$ cat src/rtl/rv_lsu_pkg.sv
`default_nettype none
// ============================================================================
// Module : rv_lsu_pkg
// Brief  : Shared types and helpers for the RV32 load/store unit: funct3
//          encodings, queue entry layout, alignment checks, store byte
//          masks and load extraction/extension.
// Rev    : 1.0 - initial release
// ============================================================================
package rv_lsu_pkg;

    typedef enum logic [2:0] {
        LD_LB  = 3'b000,
        LD_LH  = 3'b001,
        LD_LW  = 3'b010,
        LD_LBU = 3'b100,
        LD_LHU = 3'b101
    } rvLdOp_t;

    typedef enum logic [2:0] {
        ST_SB = 3'b000,
        ST_SH = 3'b001,
        ST_SW = 3'b010
    } rvStOp_t;

    // Widest lane offset supported (64-bit bus -> 8 byte lanes).
    localparam int c_OFF_W_MAX = 3;

    // One outstanding access, remembered until its response returns.
    typedef struct packed {
        logic [4:0]             rd;
        logic [2:0]             fsel;
        logic [c_OFF_W_MAX-1:0] off;
        logic                   is_st;
    } lsuQEntry_t;

    // Natural alignment check on the two low address bits.
    function automatic logic get_misaligned(input logic [2:0] op, input logic is_st,
                                            input logic [1:0] addr);
        logic r;
        r = 1'b0;
        if (is_st) begin
            case (op)
                ST_SH:   r = addr[0];
                ST_SW:   r = (addr != 2'b00);
                default: r = 1'b0;
            endcase
        end else begin
            case (op)
                LD_LH, LD_LHU: r = addr[0];
                LD_LW:         r = (addr != 2'b00);
                default:       r = 1'b0;
            endcase
        end
        return r;
    endfunction

    // funct3 values with no defined load/store meaning.
    function automatic logic get_illegal(input logic [2:0] op, input logic is_st);
        if (is_st) return (op >= 3'b011);
        return (op == 3'b011) || (op == 3'b110) || (op == 3'b111);
    endfunction

    // Byte enables of a store before lane shifting; widened by the caller.
    function automatic logic [3:0] get_stmask(input logic [2:0] op);
        case (op)
            ST_SB:   return 4'b0001;
            ST_SH:   return 4'b0011;
            ST_SW:   return 4'b1111;
            default: return 4'b0000;
        endcase
    endfunction

    // Brings the addressed bytes down to bit 0 first, so the sign bit is
    // always taken from bit 7 or 15 of the selected data, not of the bus.
    function automatic logic [31:0] get_lddataproc_w(input logic [2:0] op,
                                                     input logic [63:0] rdata,
                                                     input logic [c_OFF_W_MAX-1:0] off);
        logic [31:0] w;
        w = 32'(rdata >> {off, 3'b000});
        case (op)
            LD_LB:   return {{24{w[7]}}, w[7:0]};
            LD_LH:   return {{16{w[15]}}, w[15:0]};
            LD_LW:   return w;
            LD_LBU:  return {24'd0, w[7:0]};
            LD_LHU:  return {16'd0, w[15:0]};
            default: return 32'd0;
        endcase
    endfunction

endpackage
`default_nettype wire

$ cat src/rtl/rv_lsu_if.sv
`default_nettype none
// ============================================================================
// Module : rv_lsu_if
// Brief  : Request, data-memory and writeback-response signals of the LSU.
//          master = the load/store unit, slave = pipeline + memory side.
// Rev    : 1.0 - initial release
// ============================================================================
interface rv_lsu_if #(
    parameter int BUS_W = 32
);
    logic               req_valid;
    logic               req_ready;
    logic               req_is_st;
    logic [2:0]         req_fsel;
    logic [31:0]        req_addr;
    logic [31:0]        req_wdata;
    logic [4:0]         req_rd;

    logic               dmem_req_valid;
    logic               dmem_req_ready;
    logic [31:0]        dmem_addr;
    logic [BUS_W/8-1:0] dmem_wmask;
    logic [BUS_W-1:0]   dmem_wdata;
    logic               dmem_rvalid;
    logic [BUS_W-1:0]   dmem_rdata;

    logic               resp_valid;
    logic [4:0]         resp_rd;
    logic [31:0]        resp_data;
    logic               resp_err;

    modport master (
        input  req_valid, req_is_st, req_fsel, req_addr, req_wdata, req_rd,
        output req_ready,
        output dmem_req_valid, dmem_addr, dmem_wmask, dmem_wdata,
        input  dmem_req_ready, dmem_rvalid, dmem_rdata,
        output resp_valid, resp_rd, resp_data, resp_err
    );

    modport slave (
        output req_valid, req_is_st, req_fsel, req_addr, req_wdata, req_rd,
        input  req_ready,
        input  dmem_req_valid, dmem_addr, dmem_wmask, dmem_wdata,
        output dmem_req_ready, dmem_rvalid, dmem_rdata,
        input  resp_valid, resp_rd, resp_data, resp_err
    );
endinterface
`default_nettype wire

$ cat src/rtl/rv_lsu_queue.sv
`default_nettype none
// ============================================================================
// Module : rv_lsu_queue
// Brief  : Generic in-order circular FIFO. Pointers carry one extra wrap bit
//          so full and empty are told apart without a counter.
// Rev    : 1.0 - initial release
// ============================================================================
module rv_lsu_queue #(
    parameter int WIDTH = 8,
    parameter int DEPTH = 2
) (
    input  wire logic             clk,
    input  wire logic             rst,
    input  wire logic             i_push,
    input  wire logic             i_pop,
    input  wire logic [WIDTH-1:0] i_data,
    output logic      [WIDTH-1:0] o_head,
    output logic                  o_full,
    output logic                  o_empty
);
    localparam int c_IDX_W = (DEPTH > 1) ? $clog2(DEPTH) : 1;
    localparam int c_PTR_W = $clog2(DEPTH) + 1;

    logic [c_PTR_W-1:0] r_wptr;
    logic [c_PTR_W-1:0] r_rptr;
    logic [c_IDX_W-1:0] w_widx;
    logic [c_IDX_W-1:0] w_ridx;
    logic [WIDTH-1:0]   r_mem [DEPTH];
    logic               w_push_ok;
    logic               w_pop_ok;

    generate
        if (DEPTH > 1) begin : g_multi
            assign w_widx = r_wptr[c_IDX_W-1:0];
            assign w_ridx = r_rptr[c_IDX_W-1:0];
        end else begin : g_single
            assign w_widx = '0;
            assign w_ridx = '0;
        end
    endgenerate

    assign o_empty   = (r_wptr == r_rptr);
    assign o_full    = (r_wptr[c_PTR_W-1] != r_rptr[c_PTR_W-1]) && (w_widx == w_ridx);
    assign w_push_ok = i_push && !o_full;
    assign w_pop_ok  = i_pop && !o_empty;
    assign o_head    = r_mem[w_ridx];

    // Pointer update; push and pop in the same cycle leave occupancy unchanged.
    always_ff @(posedge clk or posedge rst) begin
        if (rst) begin
            r_wptr <= '0;
            r_rptr <= '0;
        end else begin
            if (w_push_ok) r_wptr <= r_wptr + 1'b1;
            if (w_pop_ok)  r_rptr <= r_rptr + 1'b1;
        end
    end

    // Entry storage; contents are don't-care while the slot is free.
    always_ff @(posedge clk) begin
        if (w_push_ok) r_mem[w_widx] <= i_data;
    end
endmodule
`default_nettype wire

$ cat src/rtl/rv_lsu.sv
`default_nettype none
// ============================================================================
// Module : rv_lsu
// Brief  : Pipelined RV32 load/store unit. Aligns store lanes, extracts and
//          extends load data, rejects misaligned/illegal accesses and keeps up
//          to MAX_OUTST memory accesses in flight with in-order completion.
// Rev    : 1.0 - initial release
// ============================================================================
module rv_lsu
    import rv_lsu_pkg::*;
#(
    parameter int BUS_W     = 32,
    parameter int MAX_OUTST = 2
) (
    input  wire logic clk,
    input  wire logic rst,
    rv_lsu_if.master  bus
);
    localparam int c_NB    = BUS_W / 8;
    localparam int c_OFF_W = $clog2(c_NB);

    logic [c_OFF_W-1:0] w_off;
    logic               w_err;
    logic               w_full;
    logic               w_empty;
    logic               w_push;
    logic               w_pop;
    logic               w_err_acc;
    lsuQEntry_t         w_enq;
    lsuQEntry_t         w_head;
    logic [31:0]        w_ld_data;

    logic               r_resp_valid;
    logic [4:0]         r_resp_rd;
    logic [31:0]        r_resp_data;
    logic               r_resp_err;

    assign w_off = bus.req_addr[c_OFF_W-1:0];
    assign w_err = get_misaligned(bus.req_fsel, bus.req_is_st, bus.req_addr[1:0])
                || get_illegal(bus.req_fsel, bus.req_is_st);

    // Error requests bypass memory and wait for an empty queue so their
    // response cannot overtake older accesses.
    assign bus.dmem_req_valid = bus.req_valid && !w_err && !w_full;
    assign bus.req_ready      = w_err ? w_empty : (bus.dmem_req_ready && !w_full);

    assign w_push    = bus.dmem_req_valid && bus.dmem_req_ready;
    assign w_pop     = bus.dmem_rvalid && !w_empty;
    assign w_err_acc = bus.req_valid && w_err && w_empty;

    assign bus.dmem_addr  = {bus.req_addr[31:c_OFF_W], {c_OFF_W{1'b0}}};
    assign bus.dmem_wmask = bus.req_is_st ? (c_NB'(get_stmask(bus.req_fsel)) << w_off) : '0;
    assign bus.dmem_wdata = {(BUS_W/32){bus.req_wdata}} << {w_off, 3'b000};

    // Entry recorded at issue; stores carry rd=0 so writeback sees no target.
    always_comb begin
        w_enq       = '0;
        w_enq.rd    = bus.req_is_st ? 5'd0 : bus.req_rd;
        w_enq.fsel  = bus.req_fsel;
        w_enq.off   = c_OFF_W_MAX'(w_off);
        w_enq.is_st = bus.req_is_st;
    end

    rv_lsu_queue #(
        .WIDTH ($bits(lsuQEntry_t)),
        .DEPTH (MAX_OUTST)
    ) u_queue (
        .clk     (clk),
        .rst     (rst),
        .i_push  (w_push),
        .i_pop   (w_pop),
        .i_data  (w_enq),
        .o_head  (w_head),
        .o_full  (w_full),
        .o_empty (w_empty)
    );

    assign w_ld_data = get_lddataproc_w(w_head.fsel, 64'(bus.dmem_rdata), w_head.off);

    // Writeback register: memory completions and error completions never
    // coincide, since errors are only taken with nothing outstanding.
    always_ff @(posedge clk or posedge rst) begin
        if (rst) begin
            r_resp_valid <= 1'b0;
            r_resp_rd    <= 5'd0;
            r_resp_data  <= 32'd0;
            r_resp_err   <= 1'b0;
        end else if (w_pop) begin
            r_resp_valid <= 1'b1;
            r_resp_rd    <= w_head.rd;
            r_resp_data  <= w_head.is_st ? 32'd0 : w_ld_data;
            r_resp_err   <= 1'b0;
        end else if (w_err_acc) begin
            r_resp_valid <= 1'b1;
            r_resp_rd    <= bus.req_rd;
            r_resp_data  <= 32'd0;
            r_resp_err   <= 1'b1;
        end else begin
            r_resp_valid <= 1'b0;
            r_resp_err   <= 1'b0;
        end
    end

    assign bus.resp_valid = r_resp_valid;
    assign bus.resp_rd    = r_resp_rd;
    assign bus.resp_data  = r_resp_data;
    assign bus.resp_err   = r_resp_err;

    // Flags a memory response with nothing outstanding; w_pop already drops it.
    always @(posedge clk) begin
        if (!rst && bus.dmem_rvalid) begin
            a_stray_rvalid: assert (!w_empty)
                else $warning("rv_lsu: dmem_rvalid with empty queue dropped");
        end
    end
endmodule
`default_nettype wire

$ cat src/flat_wrapper.sv
// flat-port wrapper written by rule: the top's interface ports become plain ports
module rv_lsu_flat import rv_lsu_pkg::*;
#(
    parameter int BUS_W     = 32,
    parameter int MAX_OUTST = 2
)
  (clk, rst, bus_req_valid, bus_req_is_st, bus_req_fsel, bus_req_addr, bus_req_wdata, bus_req_rd, bus_req_ready, bus_dmem_req_valid, bus_dmem_addr, bus_dmem_wmask, bus_dmem_wdata, bus_dmem_req_ready, bus_dmem_rvalid, bus_dmem_rdata, bus_resp_valid, bus_resp_rd, bus_resp_data, bus_resp_err);
  rv_lsu_if #(.BUS_W(BUS_W)) bus_i ();
  input  wire logic clk;
  input  wire logic rst;
  input wire logic [$bits(bus_i.req_valid)-1:0] bus_req_valid;
  input wire logic [$bits(bus_i.req_is_st)-1:0] bus_req_is_st;
  input wire logic [$bits(bus_i.req_fsel)-1:0] bus_req_fsel;
  input wire logic [$bits(bus_i.req_addr)-1:0] bus_req_addr;
  input wire logic [$bits(bus_i.req_wdata)-1:0] bus_req_wdata;
  input wire logic [$bits(bus_i.req_rd)-1:0] bus_req_rd;
  output wire logic [$bits(bus_i.req_ready)-1:0] bus_req_ready;
  output wire logic [$bits(bus_i.dmem_req_valid)-1:0] bus_dmem_req_valid;
  output wire logic [$bits(bus_i.dmem_addr)-1:0] bus_dmem_addr;
  output wire logic [$bits(bus_i.dmem_wmask)-1:0] bus_dmem_wmask;
  output wire logic [$bits(bus_i.dmem_wdata)-1:0] bus_dmem_wdata;
  input wire logic [$bits(bus_i.dmem_req_ready)-1:0] bus_dmem_req_ready;
  input wire logic [$bits(bus_i.dmem_rvalid)-1:0] bus_dmem_rvalid;
  input wire logic [$bits(bus_i.dmem_rdata)-1:0] bus_dmem_rdata;
  output wire logic [$bits(bus_i.resp_valid)-1:0] bus_resp_valid;
  output wire logic [$bits(bus_i.resp_rd)-1:0] bus_resp_rd;
  output wire logic [$bits(bus_i.resp_data)-1:0] bus_resp_data;
  output wire logic [$bits(bus_i.resp_err)-1:0] bus_resp_err;
  assign bus_i.req_valid = bus_req_valid;
  assign bus_i.req_is_st = bus_req_is_st;
  assign bus_i.req_fsel = bus_req_fsel;
  assign bus_i.req_addr = bus_req_addr;
  assign bus_i.req_wdata = bus_req_wdata;
  assign bus_i.req_rd = bus_req_rd;
  assign bus_req_ready = bus_i.req_ready;
  assign bus_dmem_req_valid = bus_i.dmem_req_valid;
  assign bus_dmem_addr = bus_i.dmem_addr;
  assign bus_dmem_wmask = bus_i.dmem_wmask;
  assign bus_dmem_wdata = bus_i.dmem_wdata;
  assign bus_i.dmem_req_ready = bus_dmem_req_ready;
  assign bus_i.dmem_rvalid = bus_dmem_rvalid;
  assign bus_i.dmem_rdata = bus_dmem_rdata;
  assign bus_resp_valid = bus_i.resp_valid;
  assign bus_resp_rd = bus_i.resp_rd;
  assign bus_resp_data = bus_i.resp_data;
  assign bus_resp_err = bus_i.resp_err;
  rv_lsu #(.BUS_W(BUS_W), .MAX_OUTST(MAX_OUTST)) u_core (.clk(clk), .rst(rst), .bus(bus_i));
endmodule
$ cat config.mk
export PLATFORM = sky130hd
export DESIGN_NAME = rv_lsu_flat
export DESIGN_NICKNAME = d
export VERILOG_FILES = /design/src/rtl/rv_lsu_pkg.sv /design/src/rtl/rv_lsu_if.sv /design/src/rtl/rv_lsu_queue.sv /design/src/rtl/rv_lsu.sv /design/src/flat_wrapper.sv
export SDC_FILE = /design/constraint.sdc
export NUM_CORES = 1
export LEC_CHECK = 0
export CORE_ASPECT_RATIO = 1.5
export CORE_MARGIN = 2
export CORE_UTILIZATION = 36
export CTS_BUF_LIST = sky130_fd_sc_hd__clkbuf_4 sky130_fd_sc_hd__clkbuf_8 sky130_fd_sc_hd__clkbuf_16
export CTS_CLUSTER_SIZE = 20
export DETAILED_ROUTE_END_ITERATION = 8
export PLACE_DENSITY = 0.88
export SLEW_MARGIN = 5
export SYNTH_ARGS = -nofsm -noshare
export SYNTH_HDL_FRONTEND = slang
export SYNTH_SLANG_ARGS = --single-unit
$ cat constraint.sdc
create_clock -name clk -period 2.2 [get_ports clk]
set_clock_uncertainty 0.1 [all_clocks]
set_input_delay 0.22 -clock clk [delete_from_list [all_inputs] [get_ports clk]]
set_output_delay 0.22 -clock clk [all_outputs]
set_load 0.01 [all_outputs]
==> run summary, run 1 <==
The floorplan step defined a core boundary enclosing 11000 µm². Adding up every negative setup slack in the final design gives 0 ns. The number of global-route vias before repair came out at 4113.

The most crowded layer after global routing is met2. Max-cap violations in this run came to 0. Using the TritonRoute via totals, the vias-per-cell ratio works out to 5.52. The critical path startpoint category is a flip-flop. The worst hold margin came out at roughly 0.22 ns.

The synthesis-to-layout area growth came out at 53.0%. The number of buffers created by CTS is 9. Summing all multi-input logic gate instances after layout gives 1980 µm². The height of the chip came out at 134 µm.

In the post-synthesis netlist, the biggest area contributors are dfrtp_1, edfxtp_1, mux2i_1. In this run the worst path has a maximum fanout of 21. The netlist uses 53 different library cells. The placer's final routability congestion estimate came out at 0.935. The number of iterations in the first detailed-routing pass came out at 5. The fraction of layout cells with a size suffix above 1 came out at between 10% and 20%. At the pin with the least slew margin, the transition time is 0.559 ns. The critical path in this run is classified as reg -> reg. The root buffer cell is clkbuf_16. For this run, design rule violations remaining after detail routing come to 0. The post-route cell area is 6170 µm². The number of synthesized register bits came out at 65. Leaving out fill and tap cells, the most frequent cell in the layout is clkdlybuf4s50_1.

Derived from the worst setup path, the maximum achievable clock frequency is roughly 0.47 GHz. The area of the mapped netlist came out at 4030 µm². The area of placed instances came out at between 5000 and 6000 µm².

The clock latency on the worst-skew pair is roughly 0.34 ns. Global routing consumed, on the met2 layer, 43.9% of the routing resources. The TritonCTS clock tree is done. The worst min-delay path class is in -> async. Counting along the longest clock path gives a buffer depth of 2. Setup repair after global routing left no endpoint under its margin.

The die width is 90.4 µm. The flow ran to the end, and the final reports show no timing, DRC or antenna violations. The worst setup path is captured at a flip-flop. The aggregate global routing overflow came out at 0. The final cycle utilization of the critical path came out at 95.9%. The number of antenna violations at the first check in global routing is 5. The number of synthesized flops with an enable pin came out at 22. The worst slew margin relative to its limit is 62.7%. The wire-length estimate of the detail-placed layout is 11700 µm.

The met3 track utilization from global routing is ~7.6%. The global-route usage over all layers came out at 24.6%. Data on the critical path arrives at its endpoint at approximately 2.2 ns.

The violation count after the first detailed-route iteration came out at 197. Global routing consumed, on the met1 layer, 24.3% of the routing resources. Summing all flip-flop and latch instances after layout gives 1740 µm². The synthesized design devotes to its leading area cell type 26.7% of total area. The initial cell density of the core is between 30% and 40%.

In this run the tool buffered the top-level ports with between 150 and 200 buffer cells. The cell count after synthesis is 414. The required time at the endpoint of the critical path is roughly 2.3 ns. The final number of max-transition violations came out at 0. The number of failing hold endpoints at the final stage is 0.

The largest area contributor in the netlist is dfrtp_1. The analysis attributes to cell leakage a power of 2.64 nW. The routed layout has 3989 vias. The register-to-register setup slack is between 0.08 and 0.09 ns. The floorplan die area is 12100 µm². The number of warnings reported in the yosys synthesis log came out at 0.

The wire length reported by the detailed router is 14800 µm. The library cells used most frequently in the layout, excluding fill and tap cells, are clkdlybuf4s50_1, nand2_1, dfrtp_1. The average size of a mapped cell came out at 9.74 µm². The number of levels the H-tree was split into came out at 3.

The routed length per placed instance came out at 20.5 µm. Entering global routing, the biggest net connects 44 pins. The remaining number of nets flagged by the antenna check after routing is 0. The sequential element share of the synthesized area came out at 43.1%. The post-layout worst setup margin is 0.0895 ns. The pre-CTS setup slack is -0.235 ns.

The number of placed I/O pins came out at 219. Leaving out filler cells and counting taps, the final layout contains 722. The number of placed instances with taps included came out at 698. Counting flops with an async set or reset pin after synthesis yields a share of 66.2%.

In the synthesized netlist the dominant register cell turns out to be dfrtp_1. The power density over cell area came out at ~980 nW/µm². The time the final worst path needs with I/O delays and setup is around 2.1 ns.

The wire length of the first global-routing pass is 22600 µm. The row count is 47. IR analysis of the VDD net gives a maximum drop of 0.000441 V.

Clock-pin slew was measured on the worst setup and hold paths at ~0.060 ns. The net total in the final layout is 677. The number of fillers in the final layout came out at slightly below 1k. The TritonCTS sink count came out at 65.

The count of endpoints failing setup in the final report came out at 0.
==> state kept, by name, indices dropped and copies added (netlist names) <==
name,cells
u_core.bus.resp_data,32
u_core.u_queue.r_mem,22
u_core.bus.resp_rd,5
u_core.u_queue.r_rptr,2
u_core.u_queue.r_wptr,2
u_core.bus.resp_err,1
u_core.bus.resp_valid,1
==> final timing paths <==
path                                     startpoint                        to  cells after the start
max reg2reg                u_core.u_queue.r_rptr[0]  u_core.bus.resp_data[28]                      7
max in group asynchronous                       rst       u_core.bus.resp_err                      3
min                                             rst  u_core.bus.resp_data[20]                      3
min in group clk                   bus_req_addr[17]         bus_dmem_addr[17]                      0
min reg2reg                u_core.u_queue.r_wptr[1]  u_core.u_queue.r_wptr[1]                      1
max                        u_core.u_queue.r_rptr[0]  u_core.bus.resp_data[28]                      7
==> cell usage after synthesis, drive strengths merged (2+ instances only) <==
cell and count:
a21oi 18, edfxtp 22, mux2i 38, mux2 4
nor2 21, a211oi 15, a22oi 10, xor2 3
clkbuf 11, dfrtp 43, nor2b 21, o21ai 11
nand2 52, o2bb2ai 6, nand3 18, inv 7
o211ai 3, a32o 7, nand2b 4, and2 8
o2111ai 7, buf 47, a32oi 8, or2 2
a22o 4, xnor2 3, nor3 5
==> metrics by stage <==
step / total power [mW] / utilization (%)
finish: 6.02 / 56.1
global route: 6.33 / 56.0
CTS: 6.03 / 55.7
detailed placement: 4.63 / 52.5
global placement: 4.53 / 52.5
floorplan: 3.27 / -
==> routing by layer <==
metal,vias up,share of wire [%]
met1,1877,34
met2,222,50
li1,1797,-
met5,-,0.18
met3,89,9.4
met4,4,6.6
==> power breakdown <==
group / switching, mW / internal (mW)
logic: 1.45 / 1.49
clock network: 0.521 / 0.820
registers: 0.190 / 1.56
total: 2.16 / 3.86
==> layout make-up <==
class	count	share of cell area, %
multi-input cells	285	32.0
repair buffers	199	31.7
flip-flops and latches	65	28.1
clock buffers	12	4.12
well taps	147	2.98
clock inverters	4	0.466
inverters	7	0.426
diodes	3	0.122
==> cells by family (layout without fill, tap and decap cells) <==
family	count (synthesis)	after routing	share of synthesized area, %
flip-flops	65	65	43.1
XOR/XNOR	6	6	1.49
other	1	5	0.0930
multiplexers	42	42	10.8
buffers and inverters	65	222	9.71
AND/OR/NAND/NOR	136	136	16.5
AO/OA/AOI/OAI	99	99	18.3
==> worst max-delay path, cell delays in order, from the launching register on <==
cell and delay, ns:
dfrtp_1 0.40, buf_12 0.19, mux2_4 0.36, mux2i_1 0.27
a22oi_2 0.13, nand3_1 0.17, buf_4 0.24, nand3_1 0.11
==> what timing repair did <==
action | CTS | global route
endpoints found under the setup margin | 19 | 24
setup buffers | 4 | 1
hold buffers | 0 | 0
gates resized for setup | 25 | 8
pin swaps | 0 | 0
Power figures use the tool's default switching activity.
==> inputs of run 2 (changes only) <==
--- a/config.mk
+++ b/config.mk
@@ -12,6 +12,7 @@
 export CTS_CLUSTER_SIZE = 20
 export DETAILED_ROUTE_END_ITERATION = 8
 export PLACE_DENSITY = 0.88
+export SKIP_LAST_GASP = 1
 export SLEW_MARGIN = 5
 export SYNTH_ARGS = -nofsm -noshare
 export SYNTH_HDL_FRONTEND = slang
==> run summary, run 2 (synthesized netlist as in run 1, its figures left out) <==
For this block, the initial DRC count from the detailed router was 214. The cell type with the highest occurrence count on the critical path is nand3_1. The number of placed I/O pins is around 220. The number of iterations in the first detailed-routing pass came out at 5. Setup repair after global routing left no endpoint under its margin. For this configuration, the core starts out at a cell density of 36.7%. The flow ran to the end, and the final reports show no timing, DRC or antenna violations. The final cycle utilization of the critical path is 95.9%. Combinational cells account for 48.8% of the total power. For the finished layout, the period the worst path requires is 2.11 ns.

met2 is the most crowded layer. In this run, CTS created clock tree buffers numbering 9. The number of fillers in the final layout is 959. Summed over all cells, the static leakage comes to 2.66 nW. The total negative slack is 0 ns. The number of DRC violations after detailed routing came out at 0.

The clock latency on the worst-skew pair is 0.34 ns. Leaving out filler cells and counting taps, the final layout contains 722. The highest fanout seen on the critical path came out at 21. The power spent charging and discharging nets is 2.16 mW.

Across every metal layer, demand over resource in global routing totals 24.6%. The number of levels the H-tree was split into is 3. Derived from the worst setup path, the maximum achievable clock frequency is 0.474 GHz.

The post-CTS clock slew at the launch and capture registers of the worst setup and hold paths is approximately 0.060 ns. The clock net in this run drives a total of 65 sinks. The worst pin sits at a relative slew slack of 62.9%. The category of cells accounting for the largest share of critical-path delay is multiplexers. The largest incremental delay on the critical path is 0.40 ns. The total internal power came out at 3.87 mW. The clock share of power came out at 22.2%. The routed length per placed instance came out at 20.6 µm. The aggregate global routing overflow came out at 0. The number of global-route vias before repair was just over 4k. The die is about 130 µm tall. Measured along the x axis, the die boundary spans roughly 90 µm. The fraction of layout cells with a size suffix above 1 came out at 14.9%.

The remaining number of nets flagged by the antenna check after routing came out at 0. The number of cell instances on the worst register-to-register path is 7. At the worst endpoint, the arrival time is 2.21 ns. The number of failing hold endpoints at the final stage is 0. The TritonCTS clock tree is done. The leading cell type in the layout, fill and taps excluded is clkdlybuf4s50_1. The placer's final routability congestion estimate came out at 0.935.

The number of antenna violations at the first check in global routing came to 5. The floorplan die area is 12100 µm². The pin count of the biggest net entering global routing is 44. Global routing consumed, on the met3 layer, 7.64% of the routing resources. The number of buffers and inverters on the critical path is 2.

The final number of max-transition violations came out at 0. Global routing consumed, on the met2 layer, between 40% and 50% of the routing resources. The count of max-cap constraint violations is 0. In this run, flip-flops and latches consume between 20% and 30% of the power. The wire length of the first global-routing pass came out at 22600 µm.

The row count came out at 47. The net total in the final layout is 677. The tree is rooted in a clkbuf_16.

The total of hold buffers inserted after clock tree synthesis is 0. The worst-case IR drop observed on VDD is 0.000442 V. For the pin with the worst max-slew slack, the measured transition is between 0.5 and 0.6 ns. The number of placed instances with taps included is 698.

The core area is 11000 µm². The critical-path cell with the highest stage delay is dfrtp_1. In the layout the commonest cells are clkdlybuf4s50_1, nand2_1, dfrtp_1. The signal on the critical path passes through buf_12 -> mux2_4 -> mux2i_1 -> a22oi_2 -> nand3_1 -> buf_4 -> nand3_1. The global routing usage on met1 is around a quarter. The synthesis-to-layout area growth is 53.2%.

The critical path crosses 7 cells after its start point. The path class of the tightest hold or removal check is in -> async. The count of endpoints failing setup in the final report is 0.

The vias per cell came out at 5.49. Registers take 1740 µm². Dividing total power by cell area gives a power density of 976 nW/µm². By startpoint and endpoint, the worst setup path is classified as reg -> reg. The register with the most flip-flops in the layout has 32 of them. The worst setup path is launched from a flip-flop. For the worst setup path, the data required time is 2.30 ns.

The count of buffers from port buffering is 156. The vias after detailed routing is around 4.0k. The area of the multi-input gates is roughly 2000 µm². The wire length reported by the detailed router came out at 14900 µm. Counting along the longest clock path gives a buffer depth of 2. The HPWL after detailed placement is 11700 µm. Of the total power, the share spent switching nets is between 30% and 40%.

The worst setup path is captured at a flip-flop.
[run 2: area by class of cell]
type / instances / area share, %
Timing Repair Buffer: 199 / 31.8
Clock buffer: 12 / 4.11
Inverter: 7 / 0.425
Multi-Input combinational cell: 285 / 32.0
Clock inverter: 4 / 0.466
Sequential cell: 65 / 28.1
Antenna cell: 3 / 0.122
Tap cell: 147 / 2.98
[run 2: per-layer routing]
| layer | routed length [µm] | vias up |
|---|---|---|
| met5 | 27 | - |
| met4 | 944 | 4 |
| met3 | 1310 | 87 |
| met2 | 7460 | 218 |
| met1 | 5140 | 1859 |
| li1 | - | 1795 |
[run 2: worst paths after layout]
| check | startpoint | slack, ns | endpoint |
|---|---|---|---|
| setup / recovery | u_core.u_queue.r_rptr[0] | 0.09 | u_core.bus.resp_data[28] |
| hold / removal | rst | 0.22 | u_core.bus.resp_data[20] |
| setup reg to reg | u_core.u_queue.r_rptr[0] | 0.09 | u_core.bus.resp_data[28] |
| hold reg to reg | u_core.bus.resp_data[3] | 0.39 | u_core.bus.resp_data[3] |
| max in group asynchronous | rst | 1.38 | u_core.bus.resp_data[11] |
| min in group clk | bus_req_addr[17] | 0.34 | bus_dmem_addr[17] |
[run 2: tightest hold or removal path, delay by kind of cell]
kind | cells | cell delay [ns]
buffers and inverters | 3 | 0.90
[run 2: timing repair]
| item | in CTS | in global routing |
|---|---|---|
| gates resized for setup | 22 | 11 |
| setup buffers | 4 | 1 |
| hold endpoints to repair | 0 | 0 |
| endpoints found under the setup margin | 19 | 26 |
[run 2: metrics by stage]
stage	power, mW	utilization (%)	instance area (µm²)	hold slack (ns)	setup slack [ns]
2_1_floorplan	3.27	-	4040	0.219	0.144
3_3_place_gp	4.53	52.5	5770	0.340	-0.222
3_5_place_dp	4.63	52.5	5770	0.340	-0.235
4_1_cts	6.03	55.7	6130	0.242	-0.0306
5_1_grt	6.33	56.1	6170	0.315	0.00452
6_report	6.03	56.2	6180	0.222	0.0903
[run 2: power by group through the flow]
stage | Combinational, mW | Sequential (mW) | Clock [mW]
floorplan | 1.42 | 1.85 | 0
detailed placement | 2.87 | 1.76 | 0
global route | 3.14 | 1.78 | 1.41
CTS | 2.93 | 1.75 | 1.36
finish | 2.94 | 1.75 | 1.34
global placement | 2.79 | 1.74 | 0
==> inputs of run 3 (changes only) <==
--- a/config.mk
+++ b/config.mk
@@ -11,6 +11,7 @@
 export CTS_BUF_LIST = sky130_fd_sc_hd__clkbuf_4 sky130_fd_sc_hd__clkbuf_8 sky130_fd_sc_hd__clkbuf_16
 export CTS_CLUSTER_SIZE = 20
 export DETAILED_ROUTE_END_ITERATION = 8
+export GPL_TIMING_DRIVEN = 0
 export PLACE_DENSITY = 0.88
 export SKIP_LAST_GASP = 1
 export SLEW_MARGIN = 5
==> run summary, run 3 (synthesized netlist as in run 1, its figures left out) <==
For this run, global-route usage on met3 was measured as under 10%. The number of global-route vias before repair came out at 4526. The number of buffers between clock root and the deepest sink came out at 2.

The aggregate global routing overflow came out at 0. Walking the worst path, the cells encountered are buf_6 -> xor2_4 -> buf_6 -> o21ai_4 -> buf_6 -> nor4_4 -> buf_4 -> a32oi_1 -> nand3_1. The smallest clock period supported by the final layout is computed as 2.19 ns. Max-cap violations in this run came to 0.

In this run the worst path has a maximum fanout of 8. The worst setup path is launched from a flip-flop. The TritonCTS clock tree is done.

The number of placed I/O pins came out at 219. The TritonCTS sink count came out at 65. The number of iterations in the first detailed-routing pass came out at 5. The number of cells on the worst hold path came out at 1. The post-CTS clock slew at the launch and capture registers of the worst setup and hold paths is 0.06 ns. The worst slew margin relative to its limit is 63.4%. The count of endpoints failing setup in the final report is 0.

The violation count after the first detailed-route iteration came out at 223. At the worst endpoint, the arrival time is 2.29 ns. The finished layout holds 785 standard cells, fillers aside. The number of buffers and inverters on the critical path is 4. The clock latency on the worst-skew pair is 0.33 ns. The worst hold path belongs to the class in -> reg.

In the final design database the tool counted 742 nets. The run finished with clean final reports. The reported leakage power came out at 2.93 nW. The vias after detailed routing is 4365. The cell family contributing the most delay on the critical path is buffers and inverters. The root buffer cell is clkbuf_16. The worst hold margin is around 0.12 ns. The die covers roughly 12000 µm². The core area came out at 11000 µm². Measured in cells, the most critical reg-to-reg path has a length of 9.

The number of failing hold endpoints at the final stage came to 0. The flip-flop count of the largest register, all copies and words added is 32. The initial cell density of the core came out at 36.7%. The worst setup path is captured at a flip-flop. The power density over cell area is ~960 nW/µm².

The count of cell instances traversed by the critical path is 9. The height of the chip is approximately 130 µm. Buffers placed on the I/O ports in this run total 186. The maximum vdd drop is 0.000503 V. The row count came out at 47. After detailed routing, the number of remaining DRC violations is 0. Using the TritonRoute via totals, the vias-per-cell ratio works out to ~5.6. The leading cell type in the layout, fill and taps excluded is clkdlybuf4s50_1. The detail route stage leaves a number of antenna-violating nets equal to 0.

For this design, the slowest cell found on the critical path is dfrtp_2. The met2 usage came out at between 40% and 50%. The number of antenna violations at the first check in global routing is 4. Counting stages on the worst path, the most repeated cell is buf_6. Setup repair after global routing could not meet its margin everywhere.

The final cycle utilization of the critical path is approximately 100%. The global-route usage over all layers came out at 26.2%. Entering global routing, the biggest net connects 43 pins. After detailed routing, the average wire length per cell comes to 21.5 µm. The routed design has roughly 17000 µm of wire. Based on the critical path, the design can be clocked at up to 0.457 GHz. The top cell types in the final layout, fill and taps aside, are clkdlybuf4s50_1, nand2_1, buf_4. At the pin with the least slew margin, the transition time is ~0.53 ns.

The wire length of the first global-routing pass is 24300 µm. The number of buffers created by CTS is 9. The HPWL after detailed placement is 13000 µm. The required time at the endpoint of the critical path came out at 2.31 ns. After routing the design area is 6900 µm². The synthesis-to-layout area growth is 71.0%.

For this run, the slowest stage of the critical path takes between 0.4 and 0.5 ns. The fraction of layout cells with a size suffix above 1 is between 20% and 30%. The H-tree was split into 3 levels. The congestion estimate from routability-driven global placement came to 0.937. The die width is 90.4 µm. The final number of max-transition violations was 0. The global routing usage on met1 is between 20 and 30%. The layer flagged by global routing as most heavily used is met2. Summing all placed instances gives a cell area of just over 6000 µm².

The worst setup path is of the reg -> reg kind. The number of placed instances with taps included came out at 749.
[run 3: changes by cell type in the layout (fill, tap and decap cells not counted), moves of 4 or more]
cell	change
o2111ai_1	-4
o2111ai_2	+4
buf_6	+4
dlygate4sd2_1	-5
clkbuf_2	+6
clkdlybuf4s50_1	+35
buf_4	+14
nor2_1	-4
[run 3: timing repair]
action | in CTS | in global routing
pin swaps | 2 | 10
setup buffers | 2 | 14
hold buffers | 1 | 0
endpoints found under the hold margin | 1 | 0
endpoints found under the setup margin | 99 | 75
gates resized for setup | 44 | 56
gates cloned | 0 | 2
[run 3: final timing paths]
path	from	endpoint	slack, ns
min reg2reg	u_core.bus.resp_data[5]	u_core.bus.resp_data[5]	0.39
max reg2reg	u_core.u_queue.r_rptr[0]	u_core.bus.resp_data[25]	0.01
max	u_core.u_queue.r_rptr[0]	u_core.bus.resp_data[25]	0.01
max in group asynchronous	rst	u_core.u_queue.r_rptr[0]	1.06
min in group asynchronous	rst	u_core.bus.resp_data[3]	0.51
min	bus_req_addr[0]	u_core.u_queue.r_mem[1][1]	0.12
[run 3: final cells by class]
cell class	instances	area, µm²
inverter	7	26.3
tap	147	184
buffer	58	447
fill	869	4100
timing repair buffer	206	2060
sequential	65	1740
clock inverter	7	77.6
multi-input combinational	285	2140
antenna	1	2.50
clock buffer	9	225
[run 3: per-stage QoR]
step | TNS [ns] | utilization (%) | total power, mW | setup slack [ns]
finish | 0 | 62.7 | 6.61 | 0.0114
global route | -0.509 | 62.7 | 6.89 | -0.0586
CTS | -0.466 | 59.5 | 6.05 | -0.0998
detailed placement | -78.44 | 55.5 | 4.55 | -1.12
global placement | -76.53 | 55.3 | 4.47 | -1.10
floorplan | 0 | - | 3.27 | 0.144
[run 3: report_power, final]
group	total, mW	leakage, nW	switching (mW)	internal [mW]
registers	1.79	0.765	0.234	1.56
logic	3.40	2.02	1.68	1.72
clock network	1.43	0.146	0.541	0.885
total	6.61	2.93	2.45	4.16
[run 3: worst register-to-register path: cells and delay by family, from the launching register on]
kind            cells  cell delay (ns)
buf+inv             4             0.63
compound gates      2             0.52
flops               1             0.47
xor+xnor            1             0.19
simple gates        2             0.15
[run 3: per-layer routing]
metal / vias to the layer above / part of all wire [%]
li1: 1926 / -
met1: 2054 / 33
met2: 319 / 52
met3: 62 / 8.6
met4: 4 / 6.2
met5: - / 0.14
